--- config.mk ---
export PLATFORM = sky130hd
export DESIGN_NAME = periph_channel
export DESIGN_NICKNAME = d
export VERILOG_FILES = /design/src/rtl/periph_channel.sv
export SDC_FILE = /design/constraint.sdc
export NUM_CORES = 1
export LEC_CHECK = 0
export BUFFER_PORTS_ARGS = -buffer_cell sky130_fd_sc_hd__clkbuf_2
export CORE_MARGIN = 5
export CORE_UTILIZATION = 35
export DETAILED_ROUTE_END_ITERATION = 8
export GPL_TIMING_DRIVEN = 0
export PLACE_DENSITY = 0.59
export REMOVE_ABC_BUFFERS = 1
export SLEW_MARGIN = 10
export SYNTH_ARGS = -nofsm -noshare
export SYNTH_HDL_FRONTEND = slang
export SYNTH_SLANG_ARGS = --single-unit
--- constraint.sdc ---
create_clock -name clk -period 9.7 [get_ports clk]
set_input_delay 1.455 -clock clk [delete_from_list [all_inputs] [get_ports clk]]
set_output_delay 1.455 -clock clk [all_outputs]
set_load 0.05 [all_outputs]
--- src/rtl/periph_channel.sv ---
// periph_channel: address-filtered host/core packet channel with FWFT TX and RX FIFOs,
// a saturating drop counter and a post-reset ready delay.
module periph_channel #(
  parameter int ADDR_W = 3,
  parameter int PKT_W = 32,
  parameter logic [ADDR_W-1:0] ADDRESS = '0,
  parameter int TX_DEPTH = 16,
  parameter int RX_DEPTH = 16,
  parameter int RX_AF_THRESH = 12,
  parameter int READY_CYCLES = 63
) (
  input  logic                    clk,
  input  logic                    rst,
  input  logic [PKT_W-1:0]        tx_data,
  input  logic                    tx_valid,
  output logic                    tx_full,
  output logic [PKT_W-ADDR_W-1:0] core_tx_data,
  output logic                    core_tx_valid,
  input  logic                    core_tx_read,
  input  logic [PKT_W-ADDR_W-1:0] core_rx_data,
  input  logic                    core_rx_valid,
  output logic                    core_rx_full,
  output logic [PKT_W-1:0]        rx_data,
  input  logic                    rx_read,
  output logic                    rx_empty,
  output logic                    rx_almost_full,
  output logic                    rx_full,
  output logic [7:0]              drop_count,
  output logic                    ready
);
  localparam int PW = PKT_W - ADDR_W;
  localparam int TAW = $clog2(TX_DEPTH);
  localparam int RAW = $clog2(RX_DEPTH);
  localparam int RDW = $clog2(READY_CYCLES + 2);
  localparam logic [TAW:0] TX_N = TX_DEPTH[TAW:0];
  localparam logic [RAW:0] RX_N = RX_DEPTH[RAW:0];
  localparam logic [RAW:0] RX_AF = RX_AF_THRESH[RAW:0];
  localparam logic [RDW-1:0] RDY_N = READY_CYCLES[RDW-1:0];

  logic [PW-1:0] tx_mem [TX_DEPTH];
  logic [PW-1:0] rx_mem [RX_DEPTH];
  logic [TAW-1:0] tx_wp_q, tx_wp_d, tx_rp_q, tx_rp_d;
  logic [TAW:0] tx_cnt_q, tx_cnt_d;
  logic [RAW-1:0] rx_wp_q, rx_wp_d, rx_rp_q, rx_rp_d;
  logic [RAW:0] rx_cnt_q, rx_cnt_d;
  logic [RDW-1:0] rdy_q, rdy_d;
  logic [7:0] drop_q, drop_d;
  logic [8:0] drop_sum;
  logic tx_hit, tx_push, tx_pop, tx_drop, rx_push, rx_pop, rx_drop;

  assign tx_full = tx_cnt_q == TX_N;
  assign core_tx_valid = tx_cnt_q != '0;
  assign core_tx_data = tx_mem[tx_rp_q];
  assign core_rx_full = rx_cnt_q == RX_N;
  assign rx_full = core_rx_full;
  assign rx_empty = rx_cnt_q == '0;
  assign rx_almost_full = rx_cnt_q >= RX_AF;
  assign rx_data = {ADDRESS, rx_mem[rx_rp_q]};
  assign drop_count = drop_q;
  assign ready = rdy_q == RDY_N;

  // Pushes are gated by registered full flags, so a same-cycle pop never frees room for a push.
  always_comb begin
    tx_hit = tx_valid && tx_data[PKT_W-1 -: ADDR_W] == ADDRESS;
    tx_push = tx_hit && ready && !tx_full;
    tx_drop = tx_hit && !tx_push;
    tx_pop = core_tx_read && core_tx_valid;
    rx_push = core_rx_valid && ready && !core_rx_full;
    rx_drop = core_rx_valid && !rx_push;
    rx_pop = rx_read && !rx_empty && ready;
    tx_wp_d = tx_wp_q + TAW'(tx_push);
    tx_rp_d = tx_rp_q + TAW'(tx_pop);
    tx_cnt_d = tx_cnt_q + (TAW+1)'(tx_push) - (TAW+1)'(tx_pop);
    rx_wp_d = rx_wp_q + RAW'(rx_push);
    rx_rp_d = rx_rp_q + RAW'(rx_pop);
    rx_cnt_d = rx_cnt_q + (RAW+1)'(rx_push) - (RAW+1)'(rx_pop);
    drop_sum = {1'b0, drop_q} + 9'(tx_drop) + 9'(rx_drop);
    drop_d = drop_sum[8] ? 8'hff : drop_sum[7:0];
    rdy_d = ready ? rdy_q : rdy_q + RDW'(1);
  end

  always_ff @(posedge clk or posedge rst) begin
    if (rst) begin
      tx_wp_q <= '0;
      tx_rp_q <= '0;
      tx_cnt_q <= '0;
      rx_wp_q <= '0;
      rx_rp_q <= '0;
      rx_cnt_q <= '0;
      drop_q <= '0;
      rdy_q <= '0;
    end else begin
      tx_wp_q <= tx_wp_d;
      tx_rp_q <= tx_rp_d;
      tx_cnt_q <= tx_cnt_d;
      rx_wp_q <= rx_wp_d;
      rx_rp_q <= rx_rp_d;
      rx_cnt_q <= rx_cnt_d;
      drop_q <= drop_d;
      rdy_q <= rdy_d;
    end
  end

  // Storage is left unreset; its contents are only observed while the FIFO is non-empty.
  always_ff @(posedge clk) begin
    if (tx_push) tx_mem[tx_wp_q] <= tx_data[PW-1:0];
    if (rx_push) rx_mem[rx_wp_q] <= core_rx_data;
  end
endmodule

==> impl_results.md, run 1 <==
- Achievable Freq: 205 MHz
- Layout Cells excl Fill: about 3.5k
- Placed cell area: between 40,000 and 50,000 um^2
- # hold bufs at CTS: 0
- Drt wl/cell: approximately 23 um
- RSZ-0062 raised after global routing: false
- CTS clk-pin slew, worst paths: 60 ps
- CTS HTree Levels: 3
- Synth unique cells: 45
- Worst skew pair latency: 680 ps
- CTS tree: done
- Cell row count: 120
- Post-CTS setup buffers: 0
- First-pass GRT wire length: ~120,000 um
- Total wire length: just over 80,000 um
- Warnings, synthesis: 0
- Commonest non-fill, non-tap cells in the layout: edfxtp_1, mux4_2, mux2i_1, clkbuf_2, clkbuf_16
- PD cells: roughly 230 nW/um^2
- Clock buffers created by TritonCTS: 99
- Min Clock Period, post-route: ~4900 ps
- Sequential cell area: 28,900 um^2
- CP Launch Type: flip-flop
- Final setup fails: 0
- Worst-Margin Slew: between 1000 and 1500 ps
- Total routing usage reported by global routing: 0.143
- Dpl cells: approximately 3.3k
- Cell family with most CP delay: flip-flops
- Num Clock Sinks: between 900 and 1k
- Slowest CP cell: dfrtp_4
- Max cap viols: 0
- Post-DR vias/cell: a little over 5
- # resized after CTS: 0
- Fin area: about 44,000 um^2
- #FFs+latches synth: around 970
- Status: complete, no violations
- Tcrit/Tclk final: 0.503
- Worst Path Required: around 8300 ps
- Placeable Area: approximately 110,000 um^2
- Ratio of cells with drive above 1 in the final layout: 0.278
- GP Congestion: 0.701
- Critical path buffers and inverters: 2
- Min-delay worst type: flip-flop to flip-flop
- Final ANT Viol Nets: 0
- Max-slew violations: 0
- Synth Instances: 1,798
- Die outline width: about 340 um
- Leakage: about 14 nW
- Slew HR: 0.231
- Die Area: around 110,000 um^2
- Setup Crit Path Kind: flip-flop to output port
- Crit path max fanout: 46
- Worst-path cell chain: buf_16, mux4_2, nor2b_1, a211oi_1, a21oi_1, clkbuf_2
- Antenna violations before repair: 10
- Peak supply drop: 0.000214 V
- Die Height: around 340 um
- Clock Path Buffers: 3
- Final Hold Fails: 0
- IO buf count: 139
- DR iter-0 viols: roughly 1.5k
- Avg Cell Area, Syn: 20.9 um^2
- Top cells by area, synth: edfxtp_1, mux4_2, mux2i_1
- Largest net degree at the start of global routing: between 40 and 50
- Layout Nets: 2,139
- Post-DP HPWL: between 50,000 and 60,000 um
- Footprint of the multi-input gates: roughly 8300 um^2
- CP arrival: around 3400 ps
- Synth top area share: 0.741
- Via Count: 18.1k
- Register area share after synthesis: 0.768
- Number of global-route vias before repair: 19.0k
- Layout Skew: 33.5 ps
- DRC: 0
- Root Buffer: clkbuf_16
- Grt ovf: 0
- Initial Util: 0.352
- Synthesized area: ~38,000 um^2
- Most common cell after layout, fill and taps aside: edfxtp_1
- Area Growth Syn to Fin: 18.1%
- Largest stage delay on the critical path: 910 ps
- CP Capture Type: output port
- Leading area contributor after synthesis: edfxtp_1
- Fill count: 9,221
- TritonRoute pass-1 iters: 4
- Ports: between 100 and 150
registers in the layout, indices dropped and copies added, names as in the netlist:
name        flops
rx_mem        464
tx_mem        464
drop_count      8
rdy_q           7
rx_cnt_q        5
tx_cnt_q        5
rx_rp_q         4
rx_wp_q         4
tx_rp_q         4
tx_wp_q         4
synth_stat cells (all sizes together):
master and instances:
nor3 6, conb 1, nor2 34, a21oi 35, o21ai 31, nand4b 4
fa 3, and3 2, or3b 1, edfxtp 928, and3b 1, and2 4
nor2b 31, nor4b 2, a21o 2, a22oi 29, a221oi 58, nand2b 7
and4bb 1, o21a 1, nand3 8, or2 1, inv 17, mux4 175
a31oi 2, a211oi 28, or4b 1, nand2 41, ha 24, clkbuf 37
buf 64, xnor2 10, dfrtp 41, a221o 1, mux2i 145, nor4 8
xor2 10, mux2 1, nand4 3
metrics by stage:
stage | setup WS, ps | setup TNS, ps | hold slack, ps | utilization | power [W]
after floorplan | 1130 | 0 | 472 | - | 0.00636
after global placement | -1250 | -118120 | 485 | 0.370 | 0.00694
after detailed placement | 5250 | 0 | 511 | 0.387 | 0.00680
after CTS | 4710 | 0 | 519 | 0.416 | 0.0104
after global routing | 4590 | 0 | 534 | 0.416 | 0.0107
final | 4820 | 0 | 510 | 0.416 | 0.0103
where the power goes:
part           switching, W  internal, W
clock network       0.00156      0.00206
logic               0.00113     0.000768
registers          0.000155      0.00462
final cells by class:
type / instances / share of cell area
Clock buffer: 133 / 0.0595
Multi-Input combinational cell: 713 / 0.187
Antenna cell: 4 / 0.000225
Inverter: 17 / 0.00144
Sequential cell: 969 / 0.651
Tap cell: 1403 / 0.0395
Timing Repair Buffer: 245 / 0.0507
Clock inverter: 46 / 0.0105
kinds of logic after synthesis:
family,synth area share
buffers and inverters,0.0169
AOI/OAI and AO/OA,0.0349
and+or+nand+nor,0.0217
DFF,0.768
muxes,0.144
xor gates and xnor gates,0.00466
adders and majority gates,0.00958
other,0.0000997
routing by layer:
| layer | up-vias | global-route usage | part of all wire |
|---|---|---|---|
| met5 | - | 0 | 0.00058 |
| met4 | 8 | 0.0395 | 0.023 |
| met3 | 134 | 0.0334 | 0.058 |
| met2 | 441 | 0.252 | 0.52 |
| met1 | 9486 | 0.176 | 0.40 |
| li1 | 7981 | - | - |
worst register-to-register path, stage by stage, from the launching register on:
cell and delay, ps:
dfrtp_1 390, ha_1 240, nand2_1 150, nor3_2 880
nand4b_1 630, nor3_2 770, buf_6 230, buf_4 210
buf_4 220
path summary, 6_finish.rpt:
kind / start / end / slack [ps] / cells after the start
worst min register to register: rdy_q[3] / rdy_q[3] / 510 / 1
min in group asynchronous: rst / drop_count[2] / 760 / 2
worst max register to register: rdy_q[0] / rx_mem[2][22] / 5670 / 8
worst min-delay path: rdy_q[3] / rdy_q[3] / 510 / 1
max in group asynchronous: rst / tx_rp_q[3] / 8430 / 3
worst max-delay path: tx_rp_q[0] / core_tx_data[4] / 4820 / 6
Note: power is estimated with default switching activity, not from simulation.
==> run 2: changes to the inputs <==
--- a/config.mk
+++ b/config.mk
@@ -10,7 +10,7 @@
 export CORE_UTILIZATION = 35
 export DETAILED_ROUTE_END_ITERATION = 8
 export GPL_TIMING_DRIVEN = 0
-export PLACE_DENSITY = 0.59
+export PLACE_DENSITY = 0.61
 export REMOVE_ABC_BUFFERS = 1
 export SLEW_MARGIN = 10
 export SYNTH_ARGS = -nofsm -noshare
==> constraint.sdc (replaced) <==
create_clock -name clk -period 4.05 [get_ports clk]
set_input_delay 0.6075 -clock clk [delete_from_list [all_inputs] [get_ports clk]]
set_output_delay 0.6075 -clock clk [all_outputs]
set_load 0.05 [all_outputs]
==> impl_results.md, run 2 (synthesized netlist as in run 1, its figures left out) <==
- Total routing usage reported by global routing: 0.144 (+0.00163)
- Root Buffer: clkbuf_16
- Status: complete, no violations
- Die Area: 114,000 um^2 (unchanged)
- Setup TNS: 0 ps (unchanged)
- Post-DR vias/cell: 5.15 (+0.73%)
- DRC: 0 (unchanged)
- Number of global-route vias before repair: 18.9k (-0.17%)
- CTS HTree Levels: 3 (unchanged)
- Fill count: 9,279 (+0.63%)
- Max-slew violations: 0 (unchanged)
- TritonRoute pass-1 iters: 6 (+2)
- Sequential cell area: 28,900 um^2 (unchanged)
- RSZ-0062 raised after global routing: false
- Via Count: 18.2k (+0.93%)
- GP Congestion: 0.687 (-2.0%)
- Commonest non-fill, non-tap cells in the layout: edfxtp_1, mux4_2, mux2i_1, clkbuf_2, clkbuf_16
- Antenna violations before repair: 11 (+1)
- Min-delay worst type: input port to flip-flop
- Footprint of the multi-input gates: 8350 um^2 (+0.18%)
- IO buf count: 139 (unchanged)
- Power consumption: 0.0250 W (+140%)
- Clock buffers created by TritonCTS: 98 (-1.0%)
- Layout Nets: 2,143 (+0.19%)
- Achievable Freq: about 260 MHz
- CTS clk-pin slew, worst paths: 60 ps (about the same)
- Area Growth Syn to Fin: 18.5%
- Clock Path Buffers: 3 (unchanged)
- CP arrival: 3230 ps (-200 ps)
- Die outline width: 338 um (unchanged)
- Min Clock Period, post-route: 3840 ps
- Initial Util: 0.352 (unchanged)
- Final Core Density: 0.417 (+0.00115)
- Final setup fails: 0 (unchanged)
- Layout Skew: 41.7 ps (+8.16 ps)
- Layout Cells excl Fill: 3,537 (+0.20%)
- Crit path max fanout: 21 (-54%)
- Ratio of cells with drive above 1 in the final layout: 0.286 (+0.00733)
- Max cap viols: 0 (unchanged)
- Setup Crit Path Kind: flip-flop to output port
- Worst Path Required: 3440 ps (-4810 ps)
- Peak supply drop: 0.000403 V (+89%)
- CP Launch Type: flip-flop
- Placeable Area: 107,000 um^2 (unchanged)
- Ports: 143 (unchanged)
- Cell row count: 120 (unchanged)
- Num Clock Sinks: 969 (unchanged)
- Hold depth: 1 (unchanged)
- Largest net degree at the start of global routing: 52 (+6.1%)
- Worst skew pair latency: 690 ps (about the same)
- Reg2reg path depth: 9 (+1)
- Final setup margin: 210 ps (-4610 ps)
- Final ANT Viol Nets: 0 (unchanged)
- Pre-CTS WS: 5.51 ps (-5250 ps)
- Die Height: 338 um (unchanged)
- Dpl cells: 3,345 (-0.060%)
- DR iter-0 viols: 1,474 (-0.14%)
- First-pass GRT wire length: 122,000 um (+0.73%)
- Tcrit/Tclk final: 0.948
- Post-DP HPWL: 52,300 um (+0.41%)
- Leakage: 14.3 nW (+0.56%)
- Most common cell after layout, fill and taps aside: edfxtp_1
- Worst-Margin Slew: 910 ps (-238 ps)
- Total wire length: 82,900 um (+0.94%)
- CTS tree: done
- Drt wl/cell: 23.5 um (+0.74%)
- Slew HR: 0.385 (+0.154)
- PD cells: 561 nW/um^2 (+140%)
- Grt ovf: 0 (unchanged)
- Final Hold Fails: 0 (unchanged)
- CP Capture Type: output port
-- run 2: metrics by stage --
stage / hold slack [ps] / instance area (um^2)
6_report: 311 / 44600
5_1_grt: 295 / 44600
4_1_cts: 258 / 44500
3_5_place_dp: 509 / 41200
3_3_place_gp: 484 / 39500
2_1_floorplan: 472 / 37100
-- run 2: timing repair --
item / CTS / global route
endpoints found under the setup margin: 19 / 8
gates cloned: 1 / 0
hold endpoints to repair: 7 / 0
gates resized for setup: 1 / 0
hold buffers: 1 / 0
buffers inserted: 2 / 3
-- run 2: final cells by class --
cell class	count	share of cell area
sequential	969	0.649
multi-input combinational	714	0.187
clock buffer	120	0.0574
timing repair buffer	249	0.0508
tap	1403	0.0394
clock inverter	59	0.0145
inverter	17	0.00143
antenna	6	0.000337
-- run 2: critical path: stages (launching register included) --
cell and delay, ps:
dfrtp_2 600, buf_12 240, nor2b_4 520, buf_16 240
buf_16 170, a221oi_1 100, a22oi_1 190, nand2_1 160
clkbuf_2 280
-- run 2: power breakdown --
group | switching, W | internal [W] | leakage, nW | total (W)
combinational | 0.00283 | 0.00190 | 3.88 | 0.00474
clock | 0.00379 | 0.00511 | 1.56 | 0.00889
sequential | 0.000302 | 0.0111 | 8.83 | 0.0114
total | 0.00692 | 0.0181 | 14.3 | 0.0250
-- run 2: final timing paths --
path                       slack [ps]             start             to
hold / removal                    310  core_rx_data[22]  rx_mem[0][22]
hold reg to reg                   530          rdy_q[4]       rdy_q[4]
min in group asynchronous         360               rst  drop_count[6]
max in group asynchronous        3200               rst     tx_rp_q[3]
setup / recovery                  210        rx_rp_q[2]    rx_data[25]
setup reg to reg                  480          rdy_q[0]  rx_mem[8][13]
-- run 2: metal layers --
metal | vias to the layer above | track usage | routed length (um)
met1 | 9557 | 0.183 | 33300
li1 | 7984 | - | -
met3 | 133 | 0.0326 | 5190
met2 | 536 | 0.249 | 42400
met5 | - | 0 | 51
met4 | 8 | 0.0427 | 1990
